===== src/rtl/main_bus_arbiter.sv =====
// Round-robin owner arbitration for the shared main memory bus.
// Optional WAIT-phase abort counter enabled by defining MBA_TIMEOUT_EN.
module main_bus_arbiter #(
  parameter int NUM_REQ        = 4,
  parameter int ADDR_W         = 16,
  parameter int TIMEOUT_CYCLES = 64
) (
  input  logic                      clk,
  input  logic                      resetH,
  input  logic [NUM_REQ-1:0]        req,
  input  logic [NUM_REQ-1:0]        req_rw,
  input  logic [NUM_REQ*ADDR_W-1:0] req_addr,
  input  logic                      bus_done,
  output logic [NUM_REQ-1:0]        grant,
  output logic                      bus_start,
  output logic                      bus_rw,
  output logic [ADDR_W-1:0]         bus_addr,
  output logic [$clog2(NUM_REQ)-1:0] owner_id,
  output logic                      busy,
  output logic                      timeout_err
);

  localparam int IDW = $clog2(NUM_REQ);

  typedef enum logic [1:0] {
    S_IDLE,
    S_GRANT,
    S_WAIT
  } state_e;

  state_e state_q, state_d;

  logic [NUM_REQ-1:0] grant_q, grant_d;
  logic               start_q, start_d;
  logic               rw_q, rw_d;
  logic [ADDR_W-1:0]  addr_q, addr_d;
  logic [IDW-1:0]     owner_q, owner_d;
  logic               busy_q, busy_d;
  logic               tmo_q, tmo_d;
  logic [IDW-1:0]     ptr_q, ptr_d;

  logic               any_req;
  logic [IDW-1:0]     win;
  logic               win_rw;
  logic [ADDR_W-1:0]  win_addr;
  logic               tmo_hit;

  // First set request at or above the pointer, wrapping.
  always_comb begin
    int idx;
    idx      = 0;
    any_req  = 1'b0;
    win      = '0;
    win_rw   = 1'b0;
    win_addr = '0;
    for (int k = 0; k < NUM_REQ; k++) begin
      idx = int'(ptr_q) + k;
      if (idx >= NUM_REQ) idx = idx - NUM_REQ;
      if (!any_req && req[idx]) begin
        any_req  = 1'b1;
        win      = IDW'(idx);
        win_rw   = req_rw[idx];
        win_addr = req_addr[idx*ADDR_W +: ADDR_W];
      end
    end
  end

`ifdef MBA_TIMEOUT_EN
  localparam int CW = $clog2(TIMEOUT_CYCLES + 1);

  logic [CW-1:0] cnt_q, cnt_d;

  assign tmo_hit = (state_q == S_WAIT) &&
                   (cnt_q == CW'(TIMEOUT_CYCLES - 1));

  always_comb begin
    cnt_d = '0;
    if (state_q == S_WAIT) cnt_d = cnt_q + 1'b1;
  end

  always_ff @(posedge clk) begin
    if (resetH) cnt_q <= '0;
    else        cnt_q <= cnt_d;
  end
`else
  logic unused_tmo;
  assign unused_tmo = (TIMEOUT_CYCLES > 0);
  assign tmo_hit    = 1'b0;
`endif

  always_ff @(posedge clk) begin
    if (resetH) begin
      state_q <= S_IDLE;
      grant_q <= '0;
      start_q <= 1'b0;
      rw_q    <= 1'b0;
      addr_q  <= '0;
      owner_q <= '0;
      busy_q  <= 1'b0;
      tmo_q   <= 1'b0;
      ptr_q   <= '0;
    end else begin
      state_q <= state_d;
      grant_q <= grant_d;
      start_q <= start_d;
      rw_q    <= rw_d;
      addr_q  <= addr_d;
      owner_q <= owner_d;
      busy_q  <= busy_d;
      tmo_q   <= tmo_d;
      ptr_q   <= ptr_d;
    end
  end

  always_comb begin
    state_d = state_q;
    unique case (state_q)
      S_IDLE:  if (any_req) state_d = S_GRANT;
      S_GRANT: state_d = bus_done ? S_IDLE : S_WAIT;
      S_WAIT:  if (bus_done || tmo_hit) state_d = S_IDLE;
      default: state_d = S_IDLE;
    endcase
  end

  always_comb begin
    grant_d = grant_q;
    start_d = 1'b0;
    rw_d    = rw_q;
    addr_d  = addr_q;
    owner_d = owner_q;
    busy_d  = busy_q;
    tmo_d   = 1'b0;
    ptr_d   = ptr_q;
    unique case (state_q)
      S_IDLE: begin
        if (any_req) begin
          grant_d = NUM_REQ'(1) << win;
          start_d = 1'b1;
          rw_d    = win_rw;
          addr_d  = win_addr;
          owner_d = win;
          busy_d  = 1'b1;
        end
      end
      S_GRANT, S_WAIT: begin
        if (bus_done || tmo_hit) begin
          grant_d = '0;
          busy_d  = 1'b0;
          tmo_d   = ~bus_done;
          ptr_d   = (owner_q == IDW'(NUM_REQ - 1)) ?
                    '0 : owner_q + 1'b1;
        end
      end
      default: ;
    endcase
  end

  assign grant       = grant_q;
  assign bus_start   = start_q;
  assign bus_rw      = rw_q;
  assign bus_addr    = addr_q;
  assign owner_id    = owner_q;
  assign busy        = busy_q;
  assign timeout_err = tmo_q;

endmodule


===== config.mk =====
export PLATFORM = sky130hd
export DESIGN_NAME = main_bus_arbiter
export DESIGN_NICKNAME = d
export VERILOG_FILES = /design/src/rtl/main_bus_arbiter.sv
export SDC_FILE = /design/constraint.sdc
export NUM_CORES = 1
export LEC_CHECK = 0
export CAP_MARGIN = 40
export CORE_ASPECT_RATIO = 0.6
export CORE_MARGIN = 1.5
export CORE_UTILIZATION = 54
export CTS_CLUSTER_SIZE = 14
export DETAILED_ROUTE_END_ITERATION = 6
export HOLD_SLACK_MARGIN = 0.02
export PLACE_DENSITY = 0.88
export SETUP_SLACK_MARGIN = 0.05
export SLEW_MARGIN = 0
export SYNTH_ARGS = -nofsm -noshare
export SYNTH_HDL_FRONTEND = slang
export SYNTH_SLANG_ARGS = --single-unit

===== constraint.sdc =====
create_clock -name clk -period 6.35 [get_ports clk]
set_input_delay 0.635 -clock clk [delete_from_list [all_inputs] [get_ports clk]]
set_output_delay 0.635 -clock clk [all_outputs]
set_load 0.1 [all_outputs]

Word-level counts from Yosys, hierarchy flattened
Cells that the tools add are included.
{"block": "op_classes", "addsub": 8, "order_cmp": 8, "eq_ne": 6, "shift": 5, "n_mux": 56, "bitwise": 3, "n_reduce_logical": 15}
{"op": "$shiftx A64 B32 Y16", "count": 4}
{"op": "$lt A32 B4 Y1 const B", "count": 4}
{"op": "$mux W32", "count": 4}
{"op": "$mux W16", "count": 4}
{"op": "$mux W1", "count": 27}
{"op": "$bmux W1 S2", "count": 8}
{"op": "$mux W2", "count": 8}
{"op": "$sub A3 B3 Y4 const B", "count": 3}
{"op": "$ge A3 B3 Y1 const B", "count": 3}
{"op": "$mux W4", "count": 2}
{"op": "$pmux W4 S2", "count": 1}
{"op": "$add A2 B2 Y3 const B", "count": 2}
{"op": "$ne A2 B2 Y1 const B", "count": 3}
{"op": "$pmux W2 S3", "count": 1}
{"op": "$reduce_and A2 Y1", "count": 3}
{"op": "$eq A2 B2 Y1 const B", "count": 2}
{"op": "$reduce_or A2 Y1", "count": 2}
{"op": "$shl A1 B2 Y4 const A", "count": 1}
{"op": "$sub A2 B3 Y4 const B", "count": 1}
{"op": "$add A2 B1 Y3 const B", "count": 1}
{"op": "$ge A2 B3 Y1 const B", "count": 1}
{"op": "$logic_and A1 B1 Y1", "count": 3}
{"op": "$logic_not A1 Y1", "count": 3}
{"op": "$not A1 Y1", "count": 3}
{"op": "7 further kinds", "count": 7}
{"block": "totals", "regBits": 30, "input_bits": 75, "wordCells": 110}

Depth between registers and ports, before layout
{"block": "depth", "word_depth": 18, "ltp_mapped": 12, "depth_no_buf": 7}

Worst setup path before layout
No wires, ideal clock.
{"block": "synth_timing", "path_kind": "flip-flop to flip-flop", "from": "register ptr_q[0]", "to": "register addr_q[15] (netlist: bus_addr[15])", "setup_time_ns": 0.062, "arrival_ns": 3.102, "required_ns": 6.288, "path_slack_ns": 3.186, "stages_incl_launch_ff": 11, "n_path_buf": 4, "period_less_slack_ns": 3.164, "cell_sequence": "dfxtp_1 -> buf_6 -> buf_2 -> clkinv_1 -> clkbuf_1 -> ha_1 -> clkbuf_1 -> mux4_2 -> or4b_4 -> nor3b_4 -> a221o_1"}
{"block": "synth_between", "elab_chain_len": 16}
{"item": "from (decl)", "line_no": "40", "source": "logic [IDW-1:0] ptr_q, ptr_d;"}
{"item": "from (signal assigned)", "line_no": "111", "source": "ptr_q <= ptr_d;"}
{"item": "parallel branches: the longest is 16 deep, another holds $sub A3 B3 Y4"}
{"item": "to (signal assigned)", "line_no": "107", "source": "addr_q <= addr_d;"}
{"item": "to (decl)", "line_no": "36", "source": "logic [ADDR_W-1:0] addr_q, addr_d;"}
Several ways; the timed one is not identified. The select of a mux whose other input is x is not followed.
A chain may end at the register's enable or synchronous reset.

Worst setup path in the final report
{"block": "layout_timing", "from": "input port req[2]", "to": "register addr_q[7] (netlist: bus_addr[7])"}
{"block": "layout_between", "elab_chain_len": 14}
{"item": "from (decl)", "line_no": "10", "source": "input logic [NUM_REQ-1:0] req,"}
{"item": "$bmux W1 S2", "line_no": "59", "source": "if (!any_req && req[idx]) begin"}
{"item": "$mux W1 (not written as such) (2 in a row)", "line_no": "59"}
{"item": "$mux W1", "line_no": "59"}
{"item": "$logic_not A1 Y1", "line_no": "59"}
{"item": "$logic_and A1 B1 Y1", "line_no": "59"}
{"item": "$mux W1", "line_no": "59"}
{"item": "$logic_not A1 Y1", "line_no": "59"}
{"item": "$logic_and A1 B1 Y1", "line_no": "59"}
{"item": "$mux W1", "line_no": "59"}
{"item": "$logic_not A1 Y1", "line_no": "59"}
{"item": "$logic_and A1 B1 Y1", "line_no": "59"}
{"item": "$mux W1", "line_no": "59"}
{"item": "$reduce_and A2 Y1 (no line)"}
Parallel ways exist; a longest one is shown, timed or not. The select of a mux whose other input is x is not followed.

==> impl_metrics.env <==
export IMPL_run_status="finished, violations left"
export IMPL_violations="design-rule violations"
export IMPL_numCtsBuffers=5
export IMPL_yosysSeqAreaShare_pct=15.7
export IMPL_hold_end="grant[2]"
export IMPL_clk_latency_ns=0.29
export IMPL_r2r_end="bus_addr[10]"
export IMPL_synthCells=405
export IMPL_cp_end_kind="flip-flop"
export IMPL_syn_area_per_cell_um2=9.43
export IMPL_post_cts_buffers=0
export IMPL_worstPathRequired_ns=6.48
export IMPL_r2r_cells=10
export IMPL_antenna_found_initial=0
export IMPL_row_count=23
export IMPL_grt_pass1_wl_um=21200
export IMPL_post_route_period_util_pct=65.5
export IMPL_max_stage_delay_ns=1.04
export IMPL_synthToLayoutAreaGrowth_pct=41.2
export IMPL_slew_headroom_pct=36.3
export IMPL_crit_path_cell_trace="clkdlybuf4s50_1, mux4_2, nor4_2, buf_4, a221oi_1, a2111oi_0"
export IMPL_reg2reg_slack_ns=2.40
export IMPL_die_y_um=68.1
export IMPL_vias=4342
export IMPL_async_reset_ff_share_pct=0
export IMPL_fmax_mhz=241
export IMPL_setup_violations=0
export IMPL_drtIter0Drc=711
export IMPL_fin_nets=585
export IMPL_yosys_register_bits=30
export IMPL_crit_fanout=41
export IMPL_overflow=0
export IMPL_io_buffers=100
export IMPL_slowest_stage="mux4_2"
export IMPL_die_x_um=112
export IMPL_totalWireLength_um=13500
export IMPL_cts_tree="yes"
export IMPL_cts_root_buf="clkbuf_16"
export IMPL_ys_flop_type="dfxtp_1"
export IMPL_cts_sinks=30
export IMPL_core_area_um2=6760
export IMPL_cts_resized=0
export IMPL_worst_clock_skew_ns=0.0120
export IMPL_fp_dieArea_um2=7600
export IMPL_grt_max_degree=65
export IMPL_dp_hpwl_um=9090
export IMPL_grt_util_all_layers_pct=35.3
export IMPL_hold_start="grant[2]"
export IMPL_grt_pass1_vias=4096
export IMPL_grt_setup_unrepaired="no"
export IMPL_initial_utilization_pct=56.5
export IMPL_drc=1
export IMPL_ant_nets=0
export IMPL_h_tree_depth=2
export IMPL_drv_slew=0
export IMPL_worst_pin_slew_ns=0.952
export IMPL_clockBufferDepth=2
export IMPL_syn_nets=487
export IMPL_criticalPathCategory="input pin to flip-flop"
export IMPL_p_leak_nw=1.84
export IMPL_min_path_type="flip-flop to flip-flop"
export IMPL_fin_ws_ns=2.19
export IMPL_layout_commonest_cell="clkdlybuf4s50_1"
export IMPL_most_common_layout_cells="100 x clkdlybuf4s50_1, 38 x mux4_2, 36 x mux2_2, 29 x dfxtp_1, 28 x nand2_1"
export IMPL_synth_edf_count=0
export IMPL_vdd_drop_max_uv=217
export IMPL_antenna_cells=0
export IMPL_min_delay_path_depth=1
export IMPL_gp_congestion=0.992
export IMPL_worstPathArrival_ns=4.29
export IMPL_power_density_nw_per_um2=281
export IMPL_wl_per_cell_um=22.8
export IMPL_hold_viol_final=0
export IMPL_cts_hold_buf=0
export IMPL_dp_slack_ns=2.17
export IMPL_ys_types=55
export IMPL_max_cap_violations=0
export IMPL_startpoint_type="input pin"
export IMPL_r2r_start="ptr_q[1]"
export IMPL_pin_count=101
export IMPL_synth_area_um2=3820
export IMPL_drive_gt1_share_pct=24.8
export IMPL_final_min_clock_period_ns=4.16
export IMPL_via_per_inst=7.35
export IMPL_setup_tns_ns=0
export IMPL_dr_pass1_iters=7
export IMPL_ys_warn_count=0
export IMPL_path_clk_slew_ns=0.06
[cell type report]
type / count / area, µm²
multi-input combinational: 327 / 3010
timing repair buffer: 133 / 1440
fill: 408 / 1370
sequential: 30 / 604
clock buffer: 6 / 139
tap: 87 / 109
clock inverter: 2 / 60.1
inverter: 6 / 22.5
[cells in the mapped netlist (10+ instances only)]
cell type | count | area (µm²)
mux2i_1 | 20 | 200
nand3_1 | 24 | 120
a311oi_1 | 13 | 114
buf_2 | 17 | 85.1
dfxtp_1 | 30 | 601
nand2_1 | 28 | 105
and3_1 | 11 | 68.8
a22oi_1 | 13 | 97.6
mux4_2 | 38 | 856
mux2_2 | 36 | 405
a211oi_1 | 10 | 75.1
nor2_1 | 27 | 101
clkbuf_1 | 20 | 75.1
[report_power, final]
part / switching [mW] / internal (mW)
clock network: 0.0979 / 0.236
logic: 0.534 / 0.384
registers: 0.0411 / 0.225
[critical path, delay by kind of cell]
family,cells,cell delay [ns]
multiplexers,1,1.04
AO/OA/AOI/OAI,2,0.58
buffers and inverters,2,1.22
AND/OR/NAND/NOR,1,0.79
[flip-flops by register name, summed over array words and instances, names as in the netlist]
register     count
bus_addr        16
grant            4
owner_id         2
ptr_q            2
state_q          2
bus_rw           1
bus_start        1
busy             1
timeout_err      1
[per-stage QoR]
step	utilization [%]	area [µm²]	hold slack (ns)	instances	power (mW)
finish	79.7	5390	0.465	591	1.52
global route	79.7	5390	0.476	591	1.56
CTS	79.7	5390	0.467	591	1.50
detailed placement	76.8	5190	0.454	583	1.16
global placement	70.9	4800	0.453	556	1.04
floorplan	-	3820	0.475	405	0.851
[cell families (layout without fill, tap and decap cells)]
family | after synthesis | in the layout | synth area share (%)
DFF | 30 | 30 | 15.7
AOI/OAI and AO/OA | 112 | 112 | 22.9
buffers and inverters | 48 | 147 | 5.67
and+or+nand+nor | 113 | 113 | 15.1
muxes | 94 | 94 | 38.3
adders and majority gates | 7 | 7 | 2.29
other | 1 | 1 | 0.0982
[how the worst max path moves through the flow]
stage | start | slack (ns) | end
CTS | req[2] | 2.41 | bus_addr[8]
detailed placement | req[2] | 2.17 | bus_addr[8]
global placement | req[3] | 2.10 | bus_addr[7]
finish | req[2] | 2.19 | bus_addr[7]
floorplan | ptr_q[0] | 3.19 | bus_addr[15]
global route | req[2] | 2.18 | bus_addr[8]
[routing by layer]
metal  vias up  wire (µm)  global-route usage (%)
met1      2046       5260                    47.6
met4         0        296                    14.7
met5         -          0                       0
met2       406       6060                    56.0
met3        35       1850                    7.53
li1       1855          -                       -
Note: power is estimated with default switching activity, not from simulation.
